**config.mk**
```make
export PLATFORM = sky130hd
export DESIGN_NAME = dual_rail_gray_monitor
export DESIGN_NICKNAME = d
export VERILOG_FILES = /design/src/rtl/dual_rail_pkg.sv /design/src/rtl/dr_stable_filter.sv /design/src/rtl/dual_rail_gray_monitor.sv
export SDC_FILE = /design/constraint.sdc
export NUM_CORES = 1
export LEC_CHECK = 0
export ABC_CLOCK_PERIOD_IN_PS = 3600
export CORE_ASPECT_RATIO = 1.2
export CORE_UTILIZATION = 53
export DETAILED_ROUTE_END_ITERATION = 8
export GPL_TIMING_DRIVEN = 0
export MAX_ROUTING_LAYER = met4
export PLACE_DENSITY = 0.82
export RECOVER_POWER = 50
export SLEW_MARGIN = 20
export SYNTH_ARGS = -nofsm -noshare
export SYNTH_HDL_FRONTEND = slang
export SYNTH_HIERARCHICAL = 1
export SYNTH_SLANG_ARGS = --single-unit
```
**constraint.sdc**
```tcl
create_clock -name clk -period 3.6 [get_ports clk]
set_input_delay 0.72 -clock clk [delete_from_list [all_inputs] [get_ports clk]]
set_output_delay 0.72 -clock clk [all_outputs]
set_load 0.01 [all_outputs]
```
**src/rtl/dual_rail_pkg.sv**
```systemverilog
// Shared types and helpers for the dual-rail Gray-walk monitor.
package dual_rail_pkg;

    typedef enum logic [2:0] {
        IDLE,
        FIRST,
        TRACK,
        DONE,
        ERR
    } state_t;

    localparam int          NUM_VARS    = 4;
    localparam logic [15:0] ALL_VISITED = 16'hFFFF;

    function automatic logic [2:0] popcount4(input logic [NUM_VARS-1:0] x);
        logic [2:0] cnt;
        cnt = 3'd0;
        for (int i = 0; i < NUM_VARS; i++) begin
            cnt = cnt + 3'(x[i]);
        end
        return cnt;
    endfunction

endpackage

```
**src/rtl/dr_stable_filter.sv**
```systemverilog
// Rail-pair validity check and skew filter: flags a stable candidate once it has been
// seen on STABLE_CYCLES consecutive edges, and a rail fault on a long invalid run.
module dr_stable_filter
    import dual_rail_pkg::*;
#(
    parameter int STABLE_CYCLES = 4
) (
    input  logic                clk,
    input  logic                rst_n,
    input  logic                clr,
    input  logic [NUM_VARS-1:0] rail,
    input  logic [NUM_VARS-1:0] rail_n,
    output logic                stable,
    output logic [NUM_VARS-1:0] cand,
    output logic                rail_fault
);

    localparam int            SW    = $clog2(STABLE_CYCLES + 1);
    localparam logic [SW-1:0] SC    = SW'(STABLE_CYCLES);
    localparam logic [SW-1:0] SC_M1 = SW'(STABLE_CYCLES - 1);

    logic [SW-1:0]       stab_cnt;
    logic [SW-1:0]       invl_cnt;
    logic [NUM_VARS-1:0] prev_p0;
    logic                samp_vld;
    logic                same;

    assign samp_vld = &(rail ^ rail_n);
    assign cand     = rail;
    // A non-zero stab_cnt implies the previous sample was valid.
    assign same     = (stab_cnt != '0) && (cand == prev_p0);

    // Both pulses fire on the edge where the respective counter reaches STABLE_CYCLES.
    assign stable     = samp_vld && same && (stab_cnt == SC_M1);
    assign rail_fault = !samp_vld && (invl_cnt == SC_M1);

    always_ff @(posedge clk or negedge rst_n) begin
        if (!rst_n) begin
            stab_cnt <= '0;
            invl_cnt <= '0;
            prev_p0  <= '0;
        end else if (clr) begin
            stab_cnt <= '0;
            invl_cnt <= '0;
            prev_p0  <= '0;
        end else begin
            prev_p0 <= cand;
            if (samp_vld) begin
                invl_cnt <= '0;
                if (same) begin
                    stab_cnt <= (stab_cnt == SC) ? stab_cnt : stab_cnt + 1'b1;
                end else begin
                    stab_cnt <= SW'(1);
                end
            end else begin
                stab_cnt <= '0;
                invl_cnt <= (invl_cnt == SC) ? invl_cnt : invl_cnt + 1'b1;
            end
        end
    end

endmodule

```
**src/rtl/dual_rail_gray_monitor.sv**
```systemverilog
// Receive-side monitor for the dual-rail stimulus bus of f1: Gray-walk enforcement,
// state coverage and per-code truth-table capture.
module dual_rail_gray_monitor
    import dual_rail_pkg::*;
#(
    parameter int STABLE_CYCLES = 4,
    parameter int CNT_W         = 5
) (
    input  logic             clk,
    input  logic             rst_n,
    input  logic             en,
    input  logic             a,
    input  logic             a2,
    input  logic             b,
    input  logic             b2,
    input  logic             c,
    input  logic             c2,
    input  logic             d,
    input  logic             d2,
    input  logic             f_in,
    output logic [3:0]       code,
    output logic             code_vld,
    output logic [CNT_W-1:0] step_cnt,
    output logic [15:0]      visited,
    output logic [15:0]      truth,
    output logic             rail_err,
    output logic             step_err,
    output logic             done
);

    state_t              state, nxt;
    logic                stable;
    logic                rail_fault;
    logic [NUM_VARS-1:0] cand;
    logic                accept;
    logic                single_step;

    logic [3:0]       code_n;
    logic             vld_n;
    logic [CNT_W-1:0] step_n;
    logic [15:0]      vis_n;
    logic [15:0]      truth_n;
    logic             rerr_n;
    logic             serr_n;
    logic             done_n;

    dr_stable_filter #(
        .STABLE_CYCLES(STABLE_CYCLES)
    ) u_filter (
        .clk       (clk),
        .rst_n     (rst_n),
        .clr       (~en),
        .rail      ({a, b, c, d}),
        .rail_n    ({a2, b2, c2, d2}),
        .stable    (stable),
        .cand      (cand),
        .rail_fault(rail_fault)
    );

    // The first accept of a walk is taken even if it matches the retained code.
    assign accept      = stable && ((state == FIRST) || (cand != code));
    assign single_step = (popcount4(cand ^ code) == 3'd1);

    always_comb begin
        nxt     = state;
        code_n  = code;
        vld_n   = 1'b0;
        step_n  = step_cnt;
        vis_n   = visited;
        truth_n = truth;
        rerr_n  = rail_err;
        serr_n  = step_err;
        done_n  = done;

        if (!en) begin
            nxt    = IDLE;
            step_n = '0;
            vis_n  = '0;
            rerr_n = 1'b0;
            serr_n = 1'b0;
            done_n = 1'b0;
        end else begin
            case (state)
                IDLE: begin
                    nxt     = FIRST;
                    truth_n = '0;
                end
                FIRST: begin
                    if (rail_fault) begin
                        rerr_n = 1'b1;
                        nxt    = ERR;
                    end else if (accept) begin
                        code_n        = cand;
                        vld_n         = 1'b1;
                        step_n        = '0;
                        vis_n         = visited | (16'd1 << cand);
                        truth_n[cand] = f_in;
                        nxt           = TRACK;
                    end
                end
                TRACK, DONE: begin
                    if (rail_fault) begin
                        rerr_n = 1'b1;
                        nxt    = ERR;
                    end else if (accept) begin
                        code_n = cand;
                        vld_n  = 1'b1;
                        if (single_step) begin
                            if (step_cnt != {CNT_W{1'b1}}) begin
                                step_n = step_cnt + 1'b1;
                            end
                            vis_n         = visited | (16'd1 << cand);
                            truth_n[cand] = f_in;
                            if ((state == TRACK) && (vis_n == ALL_VISITED)) begin
                                nxt    = DONE;
                                done_n = 1'b1;
                            end
                        end else begin
                            serr_n = 1'b1;
                            nxt    = ERR;
                        end
                    end
                end
                ERR: begin
                    vld_n = accept;
                end
                default: nxt = IDLE;
            endcase
        end
    end

    always_ff @(posedge clk or negedge rst_n) begin
        if (!rst_n) begin
            state    <= IDLE;
            code     <= '0;
            code_vld <= 1'b0;
            step_cnt <= '0;
            visited  <= '0;
            truth    <= '0;
            rail_err <= 1'b0;
            step_err <= 1'b0;
            done     <= 1'b0;
        end else begin
            state    <= nxt;
            code     <= code_n;
            code_vld <= vld_n;
            step_cnt <= step_n;
            visited  <= vis_n;
            truth    <= truth_n;
            rail_err <= rerr_n;
            step_err <= serr_n;
            done     <= done_n;
        end
    end

endmodule

```
==> results of run 1 <==
[power groups by stage]
stage                     registers [uW]  clock network (uW)  logic (uW)
after floorplan                      737                   0         338
after global placement               740                   0         470
after detailed placement             742                   0         490
after CTS                            734                 679         546
after global routing                 741                 712         609
final                                736                 673         567
[worst min-delay path by stage]
stage	cells after the start	to	slack (ns)
after floorplan	0	code[0]	0.42
after global placement	2	rail_err	0.48
after detailed placement	2	truth[4]	0.49
after CTS	1	u_filter/stab_cnt[1]	0.16
after global routing	1	u_filter/stab_cnt[0]	0.17
final	1	u_filter/stab_cnt[1]	0.16
[metal layers]
| metal | GRT usage | routed length [um] | vias up |
|---|---|---|---|
| met1 | 0.3688 | 3396 | 1465 |
| met2 | 0.4662 | 4307 | 155 |
| met3 | 0.06674 | 606 | 17 |
| met4 | 0.09091 | 142 | 0 |
| met5 | - | 0 | - |
| li1 | - | - | 1339 |
[flip-flops by register name, summed over array words and instances, names as in the netlist]
signal	count
step_cnt	5
visited	16
code	4
code_vld	1
step_err	1
u_filter/invl_cnt	3
u_filter/stab_cnt	3
u_filter/prev_p0	4
truth	16
rail_err	1
state	3
done	1
[what timing repair did]
item | in CTS | in global routing
cloned | 1 | 0
pin swaps | 5 | 10
setup endpoints to repair | 39 | 25
gates resized for setup | 25 | 14
setup buffers | 1 | 4
[per-stage QoR]
step | utilization | instances | setup WS, ns | cell area, um2 | TNS [ns]
3_5_place_dp | 0.6991 | 470 | -0.9382 | 4041 | -32.37
3_3_place_gp | 0.6948 | 469 | -0.8461 | 4016 | -31.16
6_report | 0.7543 | 490 | 0.09401 | 4360 | 0
2_1_floorplan | - | 334 | 0.002928 | 3366 | 0
4_1_cts | 0.7504 | 488 | 0.005532 | 4338 | 0
5_1_grt | 0.7543 | 490 | -0.007675 | 4360 | -0.007675
[cell type report]
type | count | area [um2] | share of cell area
clock buffers | 11 | 141.4 | 0.03242
flip-flops and latches | 58 | 1451 | 0.3329
well taps | 80 | 100.1 | 0.02296
inverters | 12 | 45.04 | 0.01033
clock inverters | 5 | 77.57 | 0.01779
repair buffers | 62 | 596.8 | 0.1369
plain buffers | 20 | 143.9 | 0.03300
multi-input cells | 242 | 1804 | 0.4138
[kinds of logic after synthesis]
family | count (synthesis)
XOR/XNOR | 15
adder cells (fa/ha/maj) | 12
AND/OR/NAND/NOR | 136
AO/OA/AOI/OAI | 69
flip-flops | 58
multiplexers | 10
buffers and inverters | 34
[cell usage in the layout (no fill, tap or decap), types with 7 or more instances in the layout]
master                             n
sky130_fd_sc_hd__xnor2_1           9
sky130_fd_sc_hd__buf_4             7
sky130_fd_sc_hd__nor2_1           34
sky130_fd_sc_hd__dfrtp_1          58
sky130_fd_sc_hd__clkdlybuf4s50_1  32
sky130_fd_sc_hd__and2_1            9
sky130_fd_sc_hd__nand3_1          19
sky130_fd_sc_hd__dlygate4sd3_1    16
sky130_fd_sc_hd__nor2b_1           9
sky130_fd_sc_hd__inv_1            12
sky130_fd_sc_hd__ha_1              9
sky130_fd_sc_hd__a21oi_1          20
sky130_fd_sc_hd__nand2_1          15
sky130_fd_sc_hd__clkbuf_8         10
sky130_fd_sc_hd__o21ai_0           7
sky130_fd_sc_hd__a31oi_1           9
sky130_fd_sc_hd__clkbuf_1         13
[worst max-delay path, stage by stage]
cell and delay [ns]:
sky130_fd_sc_hd__clkdlybuf4s50_1 0.44, sky130_fd_sc_hd__xnor2_2 0.16, sky130_fd_sc_hd__or4_4 0.50, sky130_fd_sc_hd__and2_1 0.19
sky130_fd_sc_hd__buf_6 0.14, sky130_fd_sc_hd__or4b_4 0.55, sky130_fd_sc_hd__a221oi_4 0.28, sky130_fd_sc_hd__and3_4 0.29
sky130_fd_sc_hd__buf_6 0.13, sky130_fd_sc_hd__nand3_1 0.10, sky130_fd_sc_hd__nand3_1 0.11, sky130_fd_sc_hd__o21ai_0 0.08
==> impl_summary.log, run 1 <==
INFO  metric combinationalPowerShare = 0.287
INFO  metric cts_stage_hold_buffer_count = 0
INFO  metric groute.usage.overall = 0.2921
INFO  metric synth_nets = about 360
INFO  metric antenna-diode-count = 0
INFO  metric detail_route.vias_per_cell = around 6
INFO  metric drtPass1Iterations = 6
INFO  metric cts_buffers = 9
INFO  metric static-leakage-power = roughly 0.0019 uW
INFO  metric antenna_found_initial = 0
INFO  metric worst_setup_hold_path_clk_slew = about 0.06 ns
INFO  metric powerDensity = 453.1 nW/um2
INFO  metric postRouteWirelength = about 8.5 mm
INFO  metric cp-startpoint = c2
INFO  metric detail_route.wl_per_cell = approximately 17 um
INFO  metric reg2regPathDepth = 12
INFO  metric clock-skew-final = ~0.0065 ns
INFO  metric first_global_vias = ~2,800
INFO  metric final_hold_violating_endpoints = 0
INFO  metric combinational_family_with_the_most_area_after_synthesis = simple AND/OR/NAND/NOR gates
INFO  metric synthArstFlopShare = 1.000
INFO  metric clk_latency = approximately 0.34 ns
INFO  metric floorplan.initialDensity = 0.5636
INFO  metric synthesis.yosys.warnings = 6
INFO  metric synth_simple_gate_area_share = 0.2350
INFO  metric setup_viol = 0
INFO  metric totalPowerFinal = between 1500 and 2000 uW
INFO  metric synth_top_area_share = 0.4455
INFO  metric last_weighted_congestion_value_of_the_routability_driven_placer = between 0.8 and 0.9
INFO  metric design.final.nets = around 430
INFO  metric antenna_left = 0
INFO  metric drcViolationCount = 0
INFO  metric hold-worst-slack = 0.1642 ns
INFO  metric floorplan.rows = 30
INFO  metric area_growth_syn_to_layout = 33.83%
INFO  metric synth_compound_gate_area_share = 0.1421
INFO  metric syn_inst = between 300 and 400
INFO  metric clock_tree.root_cell = sky130_fd_sc_hd__clkbuf_8
INFO  metric synth_top_flop_cell = sky130_fd_sc_hd__dfrtp_1
INFO  metric timing.critical_path.arrival = roughly 3.7 ns
INFO  metric pin_count = 57
INFO  metric grt_pass1_wl = roughly 14 mm
INFO  metric layout.filler_cells = around 430
INFO  metric port_buffers = 55
INFO  metric yosysSeqAreaShare = 0.4455
INFO  metric die-height = 87.89 um
INFO  metric timing.critical_path.required = around 3.8 ns
INFO  metric max-cap-violations = 1
INFO  metric sw_frac_of_total = 0.3333
INFO  metric worst-path-max-fanout = 9
INFO  metric clock_sinks = 58
INFO  metric cp-endpoint = truth[4]
INFO  metric htree_levels = 3
INFO  metric holdCritPathClass = in2async
INFO  metric syn_area = 3258 um2
INFO  metric crit_path_start_kind = input pin
INFO  metric clockPowerShare = 0.341
INFO  metric final-max-slew-violation-count = 57
INFO  metric timing.critical_path.to_type = flop
INFO  metric final_layout_size_suffix_gt1_frac = 0.1537
INFO  metric synth-edff-count = 0
INFO  metric synth.avg_cell_area = 9.755 um2
INFO  metric path_class = in2reg
INFO  metric yosys.cell_count.top_type = sky130_fd_sc_hd__dfrtp_1
INFO  metric tightest_slew = roughly 2.5 ns
INFO  metric fmax = 285.2 MHz
INFO  metric hpwl = roughly 5.6 mm
INFO  metric die_outline_area = about 6500 um2
INFO  metric num_vias = around 3,000
INFO  metric synth_seq_cells = between 50 and 60
INFO  metric largest_area_contributor_in_the_synthesized_netlist = sky130_fd_sc_hd__dfrtp_1
INFO  metric failing_checks = capacitance limit, slew limit
INFO  metric internal_power = 1317 uW
INFO  metric clock_path_buffers = 2
INFO  metric post_synth_fa_ha_maj_area_fraction = 0.04839
INFO  metric drt_first_iter_violations = 256
INFO  metric list_of_most_frequent_post_synthesis_cells = sky130_fd_sc_hd__dfrtp_1, sky130_fd_sc_hd__nor2_1, sky130_fd_sc_hd__a21oi_1, sky130_fd_sc_hd__nand3_1, sky130_fd_sc_hd__nand2_1
INFO  metric worst_ir_drop_vdd = 0.2600 mV
INFO  metric core_area = around 5800 um2
INFO  metric die_w = 73.58 um
INFO  metric grt_overflow_total = 0
INFO  metric netSwitchingPower = 658.4 uW
INFO  metric slew_headroom = -0.6560
INFO  metric worstReg2RegStart = code[0]
INFO  metric reg2reg_setup_slack = 0.30 ns
INFO  metric final.period_utilization = 0.9739
INFO  metric power_frac_seq = 0.372
INFO  metric regToRegEndpoint = truth[4]
INFO  metric yosys-mux-area-fraction = 0.03725
INFO  metric period_minus_slack = 3.506 ns
INFO  metric synthXorXnorAreaFrac = 0.04032
INFO  metric tritoncts_clock_tree = built
INFO  metric grt_max_degree = 57
INFO  metric synth.distinct_cells = between 50 and 60
INFO  metric run_status = finished with violations
INFO  metric netlist_top_cells_area = sky130_fd_sc_hd__dfrtp_1, sky130_fd_sc_hd__ha_1, sky130_fd_sc_hd__xnor2_1
Note: power is estimated with default switching activity, not from simulation.
==> run 2: changes to the inputs <==
Settings changed: ABC_CLOCK_PERIOD_IN_PS 3600 to 4530, CORE_UTILIZATION 53 to 55, PLACE_DENSITY 0.82 to 0.85.
Clock period 3.6 ns to 4.53 ns, I/O delays scaled along.
==> run 2 against run 1 <==
  * The flow still finishes with violations (capacitance limit, slew limit)
  * Critical path type unchanged
  * Clock skew hardly changed
  * Worst hold slack better by 0.33 ns
  * Highest routed layer unchanged
  * Clock power is 41% lower
  * Register-to-register slack better by 0.78 ns
  * Largest power group unchanged
==> impl_summary.log, run 2 (synthesized netlist as in run 1, its figures left out) <==
INFO  metric run_status = finished with violations
INFO  metric failing_checks = capacitance limit, slew limit
INFO  metric grt_pass1_wl = 13.10 mm (-3.9%)
INFO  metric clock_path_buffers = 2 (unchanged)
INFO  metric core_area = 5668 um2 (-1.9%)
INFO  metric final.setup.worst_slack = 0.2026 ns (+0.1086 ns)
INFO  metric clock-skew-final = 0.006527 ns (+0.00002767 ns)
INFO  metric sw_frac_of_total = 0.3421 (+0.008792)
INFO  metric grt_max_degree = 59 (+3.5%)
INFO  metric powerDensity = 334.3 nW/um2 (-26%)
INFO  metric cts_stage_hold_buffer_count = 0 (unchanged)
INFO  metric met1_routing_resource_usage_after_global_routing = 0.3594 (-0.009429)
INFO  metric drcViolationCount = 0 (unchanged)
INFO  metric port_buffers = 55 (unchanged)
INFO  metric gr-usage-met2 = 0.4528 (-0.01338)
INFO  metric num_vias = 2,860 (-3.9%)
INFO  metric reg2reg_setup_slack = 1.08 ns (+0.78 ns)
INFO  metric floorplan.initialDensity = 0.5748 (+0.01120)
INFO  metric detailedPlace.worstSlack = -0.5732 ns (+0.3649 ns)
INFO  metric groute.usage.overall = 0.2816 (-0.01057)
INFO  metric biggestRegsByFlops = truth x16, visited x16, step_cnt x5
INFO  metric die_outline_area = 6237 um2 (-3.6%)
INFO  metric met3_grt_util = 0.03605 (-0.03070)
INFO  metric netSwitchingPower = 464.4 uW (-29%)
INFO  metric clk_latency = 0.34 ns (about the same)
INFO  metric max-cap-violations = 1 (unchanged)
INFO  metric tightest_slew = 3.078 ns (+0.5938 ns)
INFO  metric totalPowerFinal = 1358 uW (-31%)
INFO  metric power_frac_seq = 0.428 (+0.056)
INFO  metric holdCritPathClass = reg2reg
INFO  metric cts_setup_buffers = 0 (-1)
INFO  metric path_class = in2reg
INFO  metric finalSetupTns = 0 ns (unchanged)
INFO  metric last_weighted_congestion_value_of_the_routability_driven_placer = 0.8792 (+4.9%)
INFO  metric cts_buffers = 9 (unchanged)
INFO  metric area_growth_syn_to_layout = 24.65%
INFO  metric worst_ir_drop_vdd = 0.2373 mV (-8.7%)
INFO  metric drtPass1Iterations = 5 (-1)
INFO  metric most_common_library_cell_in_the_layout_ignoring_fill_and_taps = sky130_fd_sc_hd__dfrtp_1
INFO  metric clockPowerShare = 0.294 (-0.047)
INFO  metric pin_count = 57 (unchanged)
INFO  metric final_layout_size_suffix_gt1_frac = 0.08479 (-0.06887)
INFO  metric slew_headroom = -1.052 (-0.3959)
INFO  metric antenna_found_initial = 0 (unchanged)
INFO  metric rsz0062_at_grt = false
INFO  metric die_w = 72.26 um (-1.8%)
INFO  metric postRouteWirelength = 7.934 mm (-6.1%)
INFO  metric hpwl = 5.616 mm (-0.28%)
INFO  metric first_global_vias = 2,673 (-4.2%)
INFO  metric final_hold_violating_endpoints = 0 (unchanged)
INFO  metric final-max-slew-violation-count = 59 (+3.5%)
INFO  metric setup_viol = 0 (unchanged)
INFO  metric final.period_utilization = 0.9553
INFO  metric top_library_cells_by_usage_in_the_layout_fill_and_taps_aside = sky130_fd_sc_hd__dfrtp_1, sky130_fd_sc_hd__clkdlybuf4s50_1, sky130_fd_sc_hd__nor2_1, sky130_fd_sc_hd__a21oi_1, sky130_fd_sc_hd__nand3_1
INFO  metric crit_path_start_kind = input pin
INFO  metric timing.critical_path.arrival = 4.54 ns (+0.83 ns)
INFO  metric fmax = between 200 and 250 MHz
INFO  metric worst_setup_hold_path_clk_slew = 0.06 ns (about the same)
INFO  metric final_cell_count_no_fill = 481 (-1.8%)
INFO  metric layout.filler_cells = 434 (+1.4%)
INFO  metric static-leakage-power = 0.001741 uW (-7.8%)
INFO  metric tritoncts_clock_tree = built
INFO  metric drt_first_iter_violations = 292 (+14%)
INFO  metric htree_levels = 3 (unchanged)
INFO  metric clock_sinks = 58 (unchanged)
INFO  metric antenna_left = 0 (unchanged)
INFO  metric die-height = 86.31 um (-1.8%)
INFO  metric internal_power = 893.3 uW (-32%)
INFO  metric timing.critical_path.required = 4.75 ns (+0.94 ns)
INFO  metric worst-path-max-fanout = 18 (+9)
INFO  metric detail_route.wl_per_cell = 16.49 um (-4.4%)
INFO  metric grt_overflow_total = 0 (unchanged)
INFO  metric post-place-cells = 469 (-0.21%)
INFO  metric combinationalPowerShare = 0.278 (-0.009)
INFO  metric floorplan.rows = 30 (unchanged)
INFO  metric antenna-diode-count = 0 (unchanged)
INFO  metric period_minus_slack = around 4.3 ns
INFO  metric design.final.nets = 422 (-1.6%)
INFO  metric busiest_layer = met2
INFO  metric clock_tree.root_cell = sky130_fd_sc_hd__clkbuf_8
INFO  metric timing.critical_path.to_type = flop
INFO  metric detail_route.vias_per_cell = 5.946 (-2.1%)
## run 2: cell count changes in the layout (fill, tap and decap cells not counted), sizes merged, moves of 2 or more
| cell | delta |
|---|---|
| dlymetal6s2s | -2 |
| bufinv | -2 |
| clkinv | -2 |
| buf | -8 |
| clkbuf | +2 |
| clkdlybuf4s50 | +7 |
## run 2: final cells by class
| cell class | instances | area, um2 | share of cell area |
|---|---|---|---|
| Multi-Input combinational cell | 242 | 1650 | 0.4063 |
| Sequential cell | 58 | 1451 | 0.3574 |
| Timing Repair Buffer | 55 | 544.3 | 0.1340 |
| Clock buffer | 14 | 152.6 | 0.03758 |
| Buffer | 20 | 117.6 | 0.02896 |
| Tap cell | 80 | 100.1 | 0.02465 |
| Inverter | 12 | 45.04 | 0.01109 |
## run 2: critical path: stages
cell and delay (ns):
sky130_fd_sc_hd__clkdlybuf4s50_1 0.57, sky130_fd_sc_hd__buf_4 0.24, sky130_fd_sc_hd__xnor2_1 0.15, sky130_fd_sc_hd__fa_1 0.52, sky130_fd_sc_hd__inv_1 0.04, sky130_fd_sc_hd__ha_1 0.19
sky130_fd_sc_hd__ha_1 0.28, sky130_fd_sc_hd__or4b_1 0.55, sky130_fd_sc_hd__a221oi_2 0.27, sky130_fd_sc_hd__and3_2 0.28, sky130_fd_sc_hd__nand2_1 0.17, sky130_fd_sc_hd__o211ai_1 0.28
sky130_fd_sc_hd__o31ai_1 0.10
## run 2: final timing paths
path	start	to	depth (start not counted)
max in group asynchronous	rst_n	truth[6]	1
worst min register to register	rail_err	rail_err	2
worst max-delay path	c	truth[9]	13
worst min-delay path	rail_err	rail_err	2
min in group asynchronous	rst_n	u_filter/invl_cnt[1]	1
worst max register to register	code[3]	truth[9]	11
## run 2: power groups by stage
stage | Clock (uW) | Sequential [uW] | Combinational, uW
2_1_floorplan | 0 | 584 | 250
3_3_place_gp | 0 | 586 | 354
4_1_cts | 401 | 578 | 367
3_5_place_dp | 0 | 587 | 364
6_report | 400 | 581 | 377
5_1_grt | 423 | 584 | 413
## run 2: through the flow
step,instance area [um2],utilization,hold slack [ns]
floorplan,3258,-,0.5265
global placement,3909,0.6896,0.4815
detailed placement,3906,0.6892,0.4914
CTS,4051,0.7148,0.5043
global route,4061,0.7166,0.5357
finish,4061,0.7166,0.4951
## run 2: timing repair
action	in CTS	in global routing
endpoints found under the hold margin	0	0
resized for setup	0	3
setup endpoints to repair	37	18
## run 2: routing by layer
metal  up-vias  part of all wire
li1       1329                 -
met4         0             0.026
met2       111              0.50
met1      1400              0.42
met3        20             0.055
met5         -                 0
==> run 3: changes to the inputs <==
Settings changed: SKIP_CTS_REPAIR_TIMING from default to 1.
==> run 3 against run 2 <==
  * The flow still finishes with violations (capacitance limit, slew limit)
  * Core utilization unchanged
  * Critical endpoint unchanged
  * Combinational power is essentially flat
  * Clock skew is 0.0012 ns lower
  * Critical path depth did not move
  * Fmax rose by 0.23%
  * Worst setup slack better by 0.0098 ns
==> impl_summary.log, run 3 (synthesized netlist as in run 1, its figures left out) <==
INFO  metric run_status = finished with violations
INFO  metric failing_checks = capacitance limit, slew limit
INFO  metric antenna_left = 0 (unchanged)
INFO  metric hpwl = 5.616 mm (unchanged)
INFO  metric floorplan.rows = 30 (unchanged)
INFO  metric finalCoreUtilization = 0.7166 (unchanged)
INFO  metric die_outline_area = 6237 um2 (unchanged)
INFO  metric num_vias = 2,854 (-0.21%)
INFO  metric groute.usage.overall = 0.2834 (+0.001793)
INFO  metric sw_frac_of_total = 0.3411 (-0.0009595)
INFO  metric die_w = 72.26 um (unchanged)
INFO  metric detail_route.wl_per_cell = 16.52 um (+0.13%)
INFO  metric power_frac_seq = 0.428 (about the same)
INFO  metric path_class = in2reg
INFO  metric port_buffers = 55 (unchanged)
INFO  metric clock_path_buffers = 2 (unchanged)
INFO  metric design.final.nets = 422 (unchanged)
INFO  metric netSwitchingPower = 462.4 uW (-0.43%)
INFO  metric die-height = 86.31 um (unchanged)
INFO  metric setup_viol = 0 (unchanged)
INFO  metric worst-path-max-fanout = 18 (unchanged)
INFO  metric pin_count = 57 (unchanged)
INFO  metric antenna-diode-count = 0 (unchanged)
INFO  metric htree_levels = 3 (unchanged)
INFO  metric placedInstanceArea = 3906 um2 (unchanged)
INFO  metric grt_max_degree = 59 (unchanged)
INFO  metric routed_wl_met2 = 3.988 mm (+0.83%)
INFO  metric timing.critical_path.arrival = 4.53 ns (about the same)
INFO  metric clockPowerShare = 0.293 (about the same)
INFO  metric drt_first_iter_violations = 246 (-16%)
INFO  metric static-leakage-power = 0.001741 uW (unchanged)
INFO  metric final_cell_area = 4061 um2 (unchanged)
INFO  metric fmax = 231.6 MHz (+0.23%)
INFO  metric timing.critical_path.to_type = flop
INFO  metric worst_ir_drop_vdd = 0.2334 mV (-1.7%)
INFO  metric final.setup.worst_slack = 0.2124 ns (+0.009780 ns)
INFO  metric biggestRegsByFlops = truth x16, visited x16, step_cnt x5
INFO  metric most_common_library_cell_in_the_layout_ignoring_fill_and_taps = sky130_fd_sc_hd__dfrtp_1
INFO  metric final_hold_violating_endpoints = 0 (unchanged)
INFO  metric period_minus_slack = 4.318 ns (-0.009780 ns)
INFO  metric detail_route.vias_per_cell = 5.933 (-0.21%)
INFO  metric last_weighted_congestion_value_of_the_routability_driven_placer = 0.8792 (unchanged)
INFO  metric holdCritPathClass = reg2reg
INFO  metric internal_power = 893.3 uW (about the same)
INFO  metric clock_sinks = 58 (unchanged)
INFO  metric drcViolationCount = 0 (unchanged)
INFO  metric grt_overflow_total = 0 (unchanged)
INFO  metric maxUsedRoutingLayer = met4
INFO  metric core_area = 5668 um2 (unchanged)
INFO  metric top_library_cells_by_usage_in_the_layout_fill_and_taps_aside = sky130_fd_sc_hd__dfrtp_1, sky130_fd_sc_hd__clkdlybuf4s50_1, sky130_fd_sc_hd__nor2_1, sky130_fd_sc_hd__a21oi_1, sky130_fd_sc_hd__nand3_1
INFO  metric routedLengthMet1 = 3.346 mm (+0.24%)
INFO  metric detailedPlace.worstSlack = -0.5732 ns (unchanged)
INFO  metric cts_buffers = 9 (unchanged)
INFO  metric combinationalPowerShare = 0.278 (about the same)
INFO  metric antenna_found_initial = 0 (unchanged)
INFO  metric clk_latency = 0.34 ns (about the same)
INFO  metric powerDensity = 333.8 nW/um2 (-0.15%)
INFO  metric final_layout_size_suffix_gt1_frac = 0.08479 (unchanged)
INFO  metric tightest_slew = 3.094 ns (+0.01661 ns)
INFO  metric floorplan.initialDensity = 0.5748 (unchanged)
INFO  metric routed-wl-met3 = 424 um (-2.3%)
INFO  metric final-max-slew-violation-count = 59 (unchanged)
INFO  metric final_cell_count_no_fill = 481 (unchanged)
INFO  metric finalSetupTns = 0 ns (unchanged)
INFO  metric timing.critical_path.required = 4.75 ns (about the same)
INFO  metric area_growth_syn_to_layout = 24.65% (unchanged)
INFO  metric post-place-cells = 469 (unchanged)
INFO  metric clock-skew-final = 0.005291 ns (-0.001236 ns)
INFO  metric postRouteWirelength = 7.944 mm (+0.13%)
INFO  metric grt_pass1_wl = 13.19 mm (+0.68%)
INFO  metric slew_headroom = -1.063 (-0.01107)
INFO  metric tritoncts_clock_tree = built
INFO  metric max-cap-violations = 1 (unchanged)
INFO  metric worst_setup_hold_path_clk_slew = 0.06 ns (about the same)
INFO  metric rsz0062_at_grt = false
INFO  metric clock_tree.root_cell = sky130_fd_sc_hd__clkbuf_8
INFO  metric final.period_utilization = 0.9531 (-0.002159)
INFO  metric layout.filler_cells = 434 (unchanged)
INFO  metric first_global_vias = 2,704 (+1.2%)
INFO  metric drtPass1Iterations = 5 (unchanged)
INFO  metric crit_path_start_kind = input pin
## run 3: cell counts in the layout (fill, tap and decap cells not counted)
Identical to the previous run, type by type.
## run 3: path summary, 6_finish.rpt
path	cells past startpoint	endpoint	slack, ns	from
max	13	truth[9]	0.21	c
min	2	rail_err	0.49	rail_err
max reg2reg	11	truth[9]	1.09	code[3]
min reg2reg	2	rail_err	0.49	rail_err
max in group asynchronous	1	visited[2]	1.20	rst_n
min in group asynchronous	1	u_filter/invl_cnt[1]	1.59	rst_n
## run 3: critical path: stages
cell and delay, ns:
sky130_fd_sc_hd__clkdlybuf4s50_1 0.57, sky130_fd_sc_hd__buf_4 0.25, sky130_fd_sc_hd__xnor2_1 0.15, sky130_fd_sc_hd__fa_1 0.52
sky130_fd_sc_hd__inv_1 0.04, sky130_fd_sc_hd__ha_1 0.19, sky130_fd_sc_hd__ha_1 0.28, sky130_fd_sc_hd__or4b_1 0.55
sky130_fd_sc_hd__a221oi_2 0.27, sky130_fd_sc_hd__and3_2 0.28, sky130_fd_sc_hd__nand2_1 0.17, sky130_fd_sc_hd__o211ai_1 0.27
sky130_fd_sc_hd__o31ai_1 0.10
## run 3: power groups by stage
| stage | combinational (uW) | sequential, uW | clock [uW] |
|---|---|---|---|
| floorplan | 250 | 584 | 0 |
| global placement | 354 | 586 | 0 |
| detailed placement | 364 | 587 | 0 |
| CTS | 367 | 578 | 401 |
| global route | 414 | 584 | 423 |
| finish | 377 | 581 | 398 |
## run 3: area by class of cell
class                   count  area (um2)  share of cell area
plain buffers              20       117.6             0.02896
multi-input cells         242        1650              0.4063
flip-flops and latches     58        1451              0.3574
repair buffers             55       544.3              0.1340
inverters                  12       45.04             0.01109
well taps                  80       100.1             0.02465
clock buffers              14       152.6             0.03758
## run 3: per-layer routing
layer | global-route usage | up-vias
met3 | 0.04070 | 17
met5 | - | -
li1 | - | 1331
met2 | 0.4579 | 114
met4 | 0.1194 | 0
met1 | 0.3563 | 1392
## run 3: metrics by stage
step | hold WS (ns) | total power, uW
after global routing | 0.5357 | 1421
final | 0.4945 | 1356
after global placement | 0.4815 | 939.9
after CTS | 0.5043 | 1347
after floorplan | 0.5265 | 834.6
after detailed placement | 0.4914 | 951.0
